**config.mk**
```make
export PLATFORM = sky130hd
export DESIGN_NAME = seg2hex
export DESIGN_NICKNAME = d
export VERILOG_FILES = /design/src/rtl/seg7_pkg.sv /design/src/rtl/seg7_digit_dec.sv /design/src/rtl/seg2hex.sv
export SDC_FILE = /design/constraint.sdc
export NUM_CORES = 1
export LEC_CHECK = 0
export CORE_MARGIN = 3
export CORE_UTILIZATION = 50
export CTS_BUF_LIST = sky130_fd_sc_hd__clkbuf_2
export DETAILED_ROUTE_END_ITERATION = 8
export HOLD_SLACK_MARGIN = 0.08
export PLACE_DENSITY = 0.85
export SLEW_MARGIN = 20
export SYNTH_ARGS = -nofsm -noshare
export SYNTH_HDL_FRONTEND = slang
export SYNTH_SLANG_ARGS = --single-unit
export TNS_END_PERCENT = 30
```
**constraint.sdc**
```tcl
create_clock -name i_clk -period 3.6 [get_ports i_clk]
set_clock_uncertainty 0.05 [all_clocks]
set_input_delay 0.72 -clock i_clk [delete_from_list [all_inputs] [get_ports i_clk]]
set_output_delay 0.72 -clock i_clk [all_outputs]
set_load 0.02 [all_outputs]
```
**src/rtl/seg7_pkg.sv**
```systemverilog
// rtl/seg7_pkg.sv - shared 7-segment constants and decoder state encodings
package seg7_pkg;

    localparam logic [6:0] SEG_0     = 7'h40;
    localparam logic [6:0] SEG_1     = 7'h79;
    localparam logic [6:0] SEG_2     = 7'h24;
    localparam logic [6:0] SEG_3     = 7'h30;
    localparam logic [6:0] SEG_4     = 7'h19;
    localparam logic [6:0] SEG_5     = 7'h12;
    localparam logic [6:0] SEG_6     = 7'h02;
    localparam logic [6:0] SEG_7     = 7'h78;
    localparam logic [6:0] SEG_8     = 7'h00;
    localparam logic [6:0] SEG_9     = 7'h10;
    localparam logic [6:0] SEG_BLANK = 7'h7F;

    typedef enum logic {
        SETTLE = 1'b0,
        LOCKED = 1'b1
    } state_e;

endpackage

```
**src/rtl/seg7_digit_dec.sv**
```systemverilog
// rtl/seg7_digit_dec.sv - combinational active-low 7-segment pattern to digit decoder
module seg7_digit_dec
    import seg7_pkg::*;
(
    input  logic [6:0] i_seg,
    output logic [3:0] o_digit,
    output logic       o_legal,
    output logic       o_blank
);

    always_comb begin
        o_digit = 4'd0;
        o_legal = 1'b1;
        o_blank = 1'b0;
        case (i_seg)
            SEG_0:     o_digit = 4'd0;
            SEG_1:     o_digit = 4'd1;
            SEG_2:     o_digit = 4'd2;
            SEG_3:     o_digit = 4'd3;
            SEG_4:     o_digit = 4'd4;
            SEG_5:     o_digit = 4'd5;
            SEG_6:     o_digit = 4'd6;
            SEG_7:     o_digit = 4'd7;
            SEG_8:     o_digit = 4'd8;
            SEG_9:     o_digit = 4'd9;
            SEG_BLANK: begin
                o_legal = 1'b0;
                o_blank = 1'b1;
            end
            default:   o_legal = 1'b0;
        endcase
    end

endmodule

```
**src/rtl/seg2hex.sv**
```systemverilog
// rtl/seg2hex.sv - two-digit 7-segment to hex decoder with stability filter
// Optional error counter port o_err_cnt enabled by SEG2HEX_ERR_CNT_EN.
module seg2hex
    import seg7_pkg::*;
#(
    parameter int STABLE_CYCLES = 4,
    parameter int CNT_W         = 8
) (
    input  logic       i_clk,
    input  logic       i_rst,
    input  logic [6:0] i_seg_1,
    input  logic [6:0] i_seg_0,
    output logic [3:0] o_hex,
    output logic       o_valid,
    output logic       o_err
`ifdef SEG2HEX_ERR_CNT_EN
    ,
    output logic [7:0] o_err_cnt
`endif
);

    localparam logic [CNT_W-1:0] CNT_LAST = CNT_W'(STABLE_CYCLES - 1);

    logic [13:0]      seg_q, seg_d;
    state_e           state_q, state_d;
    logic [CNT_W-1:0] cnt_q, cnt_d;
    logic [3:0]       hex_q, hex_d;
    logic             valid_q, valid_d;
    logic             err_q, err_d;

    logic [13:0] seg_in;
    logic        match;
    logic [3:0]  t_digit, u_digit;
    logic        t_legal, u_legal, t_blank, u_blank;
    logic        tens_ok, units_ok, pair_ok;
    logic [4:0]  pair_val;

    assign seg_in = {i_seg_1, i_seg_0};
    assign match  = (seg_in == seg_q);

    // Decode from the sample register; it equals the inputs whenever a decode fires.
    seg7_digit_dec u_tens (
        .i_seg   (seg_q[13:7]),
        .o_digit (t_digit),
        .o_legal (t_legal),
        .o_blank (t_blank)
    );

    seg7_digit_dec u_units (
        .i_seg   (seg_q[6:0]),
        .o_digit (u_digit),
        .o_legal (u_legal),
        .o_blank (u_blank)
    );

    always_comb begin
        tens_ok  = t_blank | (t_legal & (t_digit <= 4'd1));
        units_ok = u_legal & ~u_blank;
        pair_val = {1'b0, u_digit} + ((t_legal && t_digit == 4'd1) ? 5'd10 : 5'd0);
        pair_ok  = tens_ok & units_ok & (pair_val <= 5'd15);
    end

    always_comb begin
        seg_d   = seg_in;
        state_d = state_q;
        cnt_d   = cnt_q;
        hex_d   = hex_q;
        valid_d = 1'b0;
        err_d   = 1'b0;
        if (!match) begin
            state_d = SETTLE;
            cnt_d   = '0;
        end else if (state_q == SETTLE) begin
            if (cnt_q == CNT_LAST) begin
                state_d = LOCKED;
                if (pair_ok) begin
                    hex_d   = pair_val[3:0];
                    valid_d = 1'b1;
                end else begin
                    err_d = 1'b1;
                end
            end else begin
                cnt_d = cnt_q + 1'b1;
            end
        end
    end

    always_ff @(posedge i_clk) begin
        if (i_rst) begin
            seg_q   <= {SEG_BLANK, SEG_BLANK};
            state_q <= SETTLE;
            cnt_q   <= '0;
            hex_q   <= 4'd0;
            valid_q <= 1'b0;
            err_q   <= 1'b0;
        end else begin
            seg_q   <= seg_d;
            state_q <= state_d;
            cnt_q   <= cnt_d;
            hex_q   <= hex_d;
            valid_q <= valid_d;
            err_q   <= err_d;
        end
    end

    assign o_hex   = hex_q;
    assign o_valid = valid_q;
    assign o_err   = err_q;

`ifdef SEG2HEX_ERR_CNT_EN
    logic [7:0] err_cnt_q, err_cnt_d;

    always_comb begin
        err_cnt_d = err_cnt_q;
        if (err_d && err_cnt_q != 8'hFF) err_cnt_d = err_cnt_q + 8'd1;
    end

    always_ff @(posedge i_clk) begin
        if (i_rst) err_cnt_q <= 8'd0;
        else       err_cnt_q <= err_cnt_d;
    end

    assign o_err_cnt = err_cnt_q;
`endif

endmodule

```
==> results of run 1 <==
placed cells by master (no fill, tap or decap), types with 2 or more instances in the layout:
cell             instances
dfxtp_1                 29
nand3_1                  8
nor2b_1                  2
xnor2_1                 18
nor3_1                   2
a211oi_1                 2
nor2_1                  16
xor2_1                   5
clkdlybuf4s50_1         21
a21oi_1                  6
nand2_1                  6
clkbuf_2                 8
ha_1                     4
and2_1                   3
nand4_1                  8
and3_1                   2
or2_2                   14
nor4_1                   5
nor3b_1                  2
o21ai_0                  6
logic make-up (layout without fill, tap and decap cells):
family / count (synthesis) / count (layout) / synth area share
multiplexers: 2 / 2 / 0.0144
AND/OR/NAND/NOR: 78 / 78 / 0.306
adder cells (fa/ha/maj): 4 / 4 / 0.0339
XOR/XNOR: 23 / 23 / 0.136
buffers and inverters: 11 / 30 / 0.0390
AO/OA/AOI/OAI: 19 / 19 / 0.0771
flip-flops: 29 / 29 / 0.393
power groups by stage:
stage                     clock, mW  sequential, mW  combinational [mW]
after floorplan                   0           0.340              0.0456
final                         0.163           0.343              0.0596
after global routing          0.187           0.346              0.0659
after CTS                     0.170           0.343              0.0602
after detailed placement          0           0.350              0.0596
after global placement            0           0.349              0.0568
per-stage QoR:
stage,cells,setup WS (ns),power [mW]
global placement,208,0.769,0.406
floorplan,166,1.05,0.386
global route,216,0.573,0.599
CTS,216,0.733,0.573
detailed placement,208,0.611,0.410
finish,216,0.734,0.566
layout make-up:
cell class / count / area, um2 / share of cell area
Clock buffer: 8 / 40.0 / 0.0234
Inverter: 1 / 3.75 / 0.00219
Multi-Input combinational cell: 126 / 838 / 0.490
Sequential cell: 29 / 581 / 0.339
Tap cell: 31 / 38.8 / 0.0227
Timing Repair Buffer: 21 / 210 / 0.123
worst paths after layout:
kind | to | cells after the start | slack (ns) | start
worst min register to register | o_hex[2] | 2 | 0.43 | o_hex[2]
worst min-delay path | o_hex[2] | 2 | 0.43 | o_hex[2]
worst max register to register | o_hex[3] | 9 | 0.73 | seg_q[3]
worst max-delay path | o_hex[3] | 9 | 0.73 | seg_q[3]
flip-flops by register name (all words and copies together) (netlist names):
name,count
cnt_q,8
o_err,1
o_hex,4
o_valid,1
seg_q,14
state_q,1
layer usage:
layer	track usage	vias to the layer above
met4	0.104	0
met2	0.366	30
li1	-	619
met5	0	-
met3	0.0638	10
met1	0.228	594
worst min-delay path: stages (launching register included):
cell and delay (ns):
dfxtp_1 0.33, o21ai_0 0.06, a21oi_1 0.06
==> impl_results.md, run 1 <==
- Top cells by count, synth: dfxtp_1 (29), xnor2_1 (18), nor2_1 (16)
- Leak Pwr: 0.629 nW
- Clock sink count: 29
- Met2 routed wirelength: ~1700 um
- Die Area: 3640 um2
- Unrepaired setup endpoints after global routing: no
- Final Net Count: just over 200
- Clk_lat worst skew: 0.36 ns
- Worst path cell trace: or3_4, and4bb_1, or3_2, ha_1, and2_1, nor2b_1, o22a_1, or3_1, a21oi_1
- Area grow syn2layout: 15.9%
- Count of cell types in the netlist: 40
- Cell area after synthesis: ~1500 um2
- Max Cap Viol: 0
- Per-cell routed wire length: 14.4 um
- PostCTS Resize Cnt: 0
- Dominant synthesized flop cell: dfxtp_1
- Count of state elements after synthesis: 29
- Num ports: 22
- GPL Wtd Cong: 0.816
- Relative slew slack: 0.603
- Starting Density: 0.531
- Final Cycle Share: 0.796
- Least-Margin Pin Slew: roughly 0.59 ns
- Most numerous cell in the Yosys netlist: dfxtp_1
- CP startpoint kind: flip-flop
- Overall Global Routing Usage: 0.209
- Sw Share: 0.251
- Largest net degree at the start of global routing: 22
- Die Height: 60.3 um
- Core Rows: 19
- Vias in the first global route: 1,299
- Crit path DAT: 3.10 ns
- Synth Area per Inst: 8.89 um2
- Core area: 2780 um2
- Status: finished clean
- Pwr Density: 331 nW/um2
- Leading area contributor after synthesis: dfxtp_1
- Initial antenna violation count: 0
- Critical Path RT: 3.83 ns
- Period minus WS final: 2.87 ns
- CTS tree: built
- Crit-path max cell delay: between 0.5 and 0.6 ns
- Area after DPL: ~1700 um2
- # diodes: 0
- Detail Route met3 WL: 142 um
- Mapped Cells: approximately 170
- Setup violators final: 0
- Max Slew Vio Count: 0
- Fmax: 349 MHz
- Reg clk slew, reported paths: 0.13 ns
- Top-area cell type share of the netlist area: 0.393
- Root buf cell: clkbuf_2
- Post-synth EDFFs: 0
- Fin. Hold Viols: 0
- Antenna-violating nets left: 0
- Via density: between 5 and 6
- Switch Pwr: 0.142 mW
- Buf+Inv Stages, Crit Path: 0
- Post-synth ARST share: 0
- Clock power share: 0.288
- First-pass GRT wire length: 5580 um
- Total wire length: slightly above 3000 um
- CTS Hold Bufs: 0
- Metal-1 WL: 1220 um
- I/O Buffers: 21
- Layout cells sized above 1: 0.141
- Clk buf depth: 2
- Synthesized Nets: between 150 and 200
- Setup crit end kind: flip-flop
- Initial drt markers: 49
- Post-CTS Repair Setup Buffers: 0
- CP max FO: 9
- Remaining DRCs: 0
- Setup CP Type: reg2reg
- Comb power frac: 0.105
- Internal: 0.424 mW
- Total grt overflow: 0
- CP max stage cell: dfxtp_1
- Hold Crit Class: reg2reg
- Setup_tns: 0 ns
- Worst hold slack: 0.433 ns
- Worst IR Drop VDD: 0.312 mV
- Vias: 1,253
- Post-DP HPWL: 2420 um
- Die X: 60.3 um
- Delay-heaviest family, CP: simple AND/OR/NAND/NOR gates
- Fillers: 254
- Highest metal used: met4
- Sequential fraction of the synthesis area: 0.393
- Drt pass-1 iters: 4
- Utilization after layout: 0.615
- Top post-synthesis cells by area: dfxtp_1 (39%), xnor2_1 (11%), or2_2 (5.9%)
- Number of buffers created by CTS: 5
- Sequential Power Share: 0.607
- Design area: 1710 um2
- H-tree levels: 2
- Ys Warns: 0
No activity file was read; power rests on OpenSTA's default activity.
==> inputs of run 2 (changes only) <==
Settings changed: PLACE_DENSITY 0.85 to 0.88.
Clock period 3.6 ns to 2.6 ns, I/O delays scaled along.
==> run 2 against run 1 <==
Net effect: via count is 4.6% higher; power is 38% higher; utilization is 4.3 points higher; worst setup slack worse by 0.60 ns; fmax is 16% higher; worst hold slack better by 0.0050 ns; die area stayed put; first-iteration DRC count is 45% lower; register-to-register slack worse by 0.60 ns; critical endpoint unchanged; largest cell class unchanged; largest power group unchanged.
==> impl_results.md, run 2 (synthesized netlist as in run 1, its figures left out) <==
- Reg clk slew, reported paths: 0.15 ns
- Antenna-violating nets left: 0
- Setup crit end kind: flip-flop
- Layout cells sized above 1: 0.239
- Delay-heaviest family, CP: simple AND/OR/NAND/NOR gates
- Internal: 0.578 mW
- Fmax: 406 MHz
- Die Area: 3640 um2
- Max Slew Vio Count: 0
- Post-DP HPWL: 2550 um
- CTS tree: built
- Buf+Inv Stages, Crit Path: 0
- Root buf cell: clkbuf_2
- Critical Path Stages: 9
- Hold Crit Class: reg2reg
- Sequential Power Share: 0.601
- Total power: 0.783 mW
- Total grt overflow: 0
- Drt pass-1 iters: 4
- Status: finished clean
- Worst IR Drop VDD: just over 0.3 mV
- Period minus WS final: 2.46 ns
- CP max stage cell: dfxtp_2
- R2R cell count: 9
- Area after DPL: roughly 1800 um2
- Sw Share: 0.263
- Crit-path max cell delay: 0.42 ns
- I/O Buffers: 21
- Initial antenna violation count: 0
- H-tree levels: 2
- First-pass GRT wire length: 5690 um
- Core Rows: 19
- Largest net degree at the start of global routing: 15
- Setup violators final: 0
- Max Cap Viol: 0
- Clk_lat worst skew: 0.36 ns
- Total wire length: 3270 um
- Clock power share: 0.267
- Final Cycle Share: 0.947
- Design area: 1830 um2
- Final Net Count: 216
- Pwr Density: around 430 nW/um2
- Fin. Hold Viols: 0
- Worst path cell trace: nor2_1, and4bb_1, or3_4, ha_2, and2_1, nor2b_2, o22a_1, or3_1, a21oi_2
- Overall Global Routing Usage: 0.211
- Number of buffers created by CTS: 5
- Die X: 60.3 um
- Commonest non-fill, non-tap cell in the layout: dfxtp_1
- # diodes: 0
- Crit path DAT: 2.71 ns
- Vias in the first global route: 1,245
- CP startpoint kind: flip-flop
- Clock sink count: 29
- Max reg flops: 14
- Via density: 5.75
- Clk buf depth: 2
- Least-Margin Pin Slew: 0.519 ns
- Setup_tns: 0 ns
- Most frequent cells in the layout: dfxtp_1 (23), clkdlybuf4s50_1 (21), xnor2_1 (18)
- Starting Density: 0.531
- Worst slack, placed: -0.0239 ns
- Register with the most flip-flops: seg_q
- Leak Pwr: about 0.68 nW
- Placed Cells: 219
- Relative slew slack: 0.653
- Initial drt markers: 27
- Vias: 1,311
- Num ports: 22
- Unrepaired setup endpoints after global routing: no
- Critical Path RT: 2.85 ns
- Post-route insts no fill: roughly 230
- CP max FO: 5
- Number of cells on the worst hold path: 2
- Remaining DRCs: 0
- Per-cell routed wire length: 14.4 um
- Die Height: just over 60 um
- Area grow syn2layout: 24.1%
- Setup CP Type: reg2reg
- Worst Slack Setup Final: about 0.14 ns
- Comb power frac: 0.131
- Switch Pwr: 0.206 mW
- GPL Wtd Cong: 0.802
- Core area: roughly 2800 um2
==> run 2: worst paths after layout <==
path,endpoint,slack (ns),start
min,o_hex[2],0.44,o_hex[2]
max,o_hex[3],0.14,seg_q[2]
min reg2reg,o_hex[2],0.44,o_hex[2]
max reg2reg,o_hex[3],0.14,seg_q[2]
==> run 2: worst register-to-register path, cell delays in order (launching register included) <==
cell	delay [ns]
dfxtp_2	0.42
nor2_1	0.10
and4bb_1	0.21
or3_4	0.37
ha_2	0.19
and2_1	0.18
nor2b_2	0.17
o22a_1	0.18
or3_1	0.38
a21oi_2	0.14
==> run 2: per-stage QoR <==
step           hold slack (ns)  utilization
2_1_floorplan            0.431            -
3_3_place_gp             0.420        0.631
3_5_place_dp             0.419        0.631
4_1_cts                  0.439        0.650
5_1_grt                  0.486        0.659
6_report                 0.438        0.659
==> run 2: final cells by class <==
class	instances	area [um2]
tap	31	38.8
multi-input combinational	126	863
clock inverter	3	12.5
sequential	29	588
timing repair buffer	33	300
inverter	1	3.75
clock buffer	5	25.0
fill	222	950
==> run 2: routing by layer <==
metal,wire length (um),global-route usage
met1,1390,0.256
met2,1630,0.360
met3,188,0.0532
met4,65,0.0791
met5,0,0
==> run 2: timing repair <==
item / in CTS / in global routing
gates resized for setup: 5 / 7
pin swaps: 0 / 3
hold buffers: 0 / 0
endpoints found under the setup margin: 1 / 5
setup buffers: 1 / 0
==> run 2: power by group through the flow <==
stage	clock (mW)	sequential (mW)	combinational (mW)
after global placement	0	0.478	0.0952
after detailed placement	0	0.479	0.0998
after CTS	0.216	0.470	0.102
final	0.210	0.471	0.103
after floorplan	0	0.471	0.0631
after global routing	0.241	0.473	0.113
==> inputs of run 3 (changes only) <==
Settings changed: CORE_UTILIZATION 50 to 48, CTS_BUF_LIST sky130_fd_sc_hd__clkbuf_2 to default, PLACE_DENSITY 0.88 to 0.85.
==> run 3 against run 2 <==
Net effect: cell count increased by 0.44%; power increased by 22%; die area up 3.7%; fmax up 1.7%; via count decreased by 2.7%; worst setup slack better by 0.041 ns; worst hold slack gained 0.010 ns; wire length decreased by 4.0%; non-clock buffer count rose by 1; global-route usage is 2.0 points lower; register-to-register slack improved by 0.04 ns; sequential cell count stayed put; critical path type unchanged.
==> impl_results.md, run 3 (synthesized netlist as in run 1, its figures left out) <==
- Clock sink count: 29
- Least-Margin Pin Slew: 0.514 ns
- Reg2reg setup slack: 0.18 ns
- Worst IR Drop VDD: 0.328 mV
- Vias: between 1k and 1.5k
- # diodes: 0
- Critical Path RT: ~2.8 ns
- Per-cell routed wire length: 13.7 um
- H-tree levels: 2
- Num ports: 22
- CTS Hold Bufs: 0
- Period minus WS final: 2.42 ns
- Area grow syn2layout: 28.5%
- Commonest non-fill, non-tap cell in the layout: dfxtp_1
- Total grt overflow: 0
- Vias in the first global route: 1,308
- GPL Wtd Cong: 0.824
- Root buf cell: clkbuf_4
- Unrepaired setup endpoints after global routing: no
- Pwr Density: 504 nW/um2
- Post-CTS Repair Setup Buffers: 0
- Worst r2r src: seg_q[3]
- CTS tree: built
- Core Rows: 19
- Relative slew slack: 0.653
- Initial antenna violation count: 0
- Die X: 61.5 um
- Drt pass-1 iters: 4
- CP startpoint kind: flip-flop
- Fin. Hold Viols: 0
- Final Cycle Share: 0.932
- Worst r2r dst: o_hex[3]
- Crit path DAT: about 2.6 ns
- Worst hold slack: approximately 0.45 ns
- Status: finished clean
- Setup violators final: 0
- CP max FO: 6
- I/O Buffers: 21
- CP endpoint: o_hex[3]
- Critical path startpoint: seg_q[3]
- Hold wc startpoint: o_hex[1]
- Core area: 2850 um2
- Max reg flops: 14
- Max Cap Viol: 0
- Max Slew Vio Count: 0
- Register area: 589 um2
- Layout cells sized above 1: 0.242
- Total wire length: 3140 um
- Overall Global Routing Usage: 0.191
- Hold Crit Class: reg2reg
- Total power: 0.955 mW
- First-pass GRT wire length: 5310 um
- Post-DP HPWL: 2410 um
- Most frequent cells in the layout: dfxtp_1 (24), clkdlybuf4s50_1 (21), xnor2_1 (18)
- Die Height: between 60 and 70 um
- Remaining DRCs: 0
- Via density: 5.57
- Antenna-violating nets left: 0
- Reg clk slew, reported paths: 0.09 ns
- Fillers: ~240
- Setup CP Type: reg2reg
- Number of buffers created by CTS: 5
- Largest net degree at the start of global routing: 13
- Setup crit end kind: flip-flop
- Utilization after layout: 0.665
- Die Area: ~3800 um2
- Clk buf depth: 2
- Multi-input gate area: 868 um2
- Starting Density: 0.518
- Clk_lat worst skew: 0.33 ns
- Fmax: 413 MHz
- Final Net Count: 217
- Leak Pwr: 0.700 nW
- R2R cell count: 10
- Initial drt markers: 52
- Register with the most flip-flops: seg_q
-- run 3: cell count changes in the layout (fill, tap and decap cells not counted), moves of 2 or more --
cell,before,now
clkbuf_2,5,0
clkbuf_4,0,5
clkinv_1,2,0
dfxtp_2,6,4
-- run 3: worst min path at each step --
stage	to	slack, ns	depth (start not counted)
after detailed placement	o_hex[2]	0.42	2
after CTS	o_hex[2]	0.44	2
after floorplan	cnt_q[7]	0.43	2
after global routing	o_hex[0]	0.47	2
after global placement	o_hex[2]	0.42	2
final	o_hex[1]	0.45	2
-- run 3: timing repair --
item                                   4_1_cts  5_1_grt
setup endpoints to repair                    1        4
gates resized for setup                      6        8
pin swaps                                    0        1
endpoints found under the hold margin        0        0
-- run 3: stage by stage --
step           setup TNS, ns  std cells  cell area (um2)  worst slack, ns
2_1_floorplan              0        166             1480           0.0455
3_3_place_gp               0        221             1770            0.117
3_5_place_dp        -0.00785        221             1770         -0.00785
4_1_cts                    0        229             1860           0.0131
5_1_grt                    0        229             1900           0.0692
6_report                   0        229             1900            0.178
-- run 3: power by group --
part | switching (mW) | internal (mW) | total (mW)
sequential | 0.0135 | 0.456 | 0.469
clock | 0.154 | 0.229 | 0.383
combinational | 0.0397 | 0.0629 | 0.103
-- run 3: metal layers --
layer  global-route usage  share of wire  vias to the layer above
li1                     -              -                      647
met1                0.219           0.42                      570
met2                0.311           0.49                       45
met3               0.0608          0.057                       13
met4                0.112          0.035                        0
met5                    0              0                        -
-- run 3: final cells by class --
type / count / share of cell area
Sequential cell: 29 / 0.311
Clock buffer: 7 / 0.0290
Inverter: 1 / 0.00198
Timing Repair Buffer: 34 / 0.164
Tap cell: 31 / 0.0204
Clock inverter: 1 / 0.0158
Multi-Input combinational cell: 126 / 0.458
-- run 3: critical path: stages, from the launching register on --
cell and delay (ns):
dfxtp_2 0.36, buf_4 0.15, nor4_1 0.06, and3_1 0.19, or3_4 0.35, ha_4 0.17
and2_4 0.15, nor2b_2 0.15, o22a_1 0.19, or3_4 0.39, a21oi_2 0.13
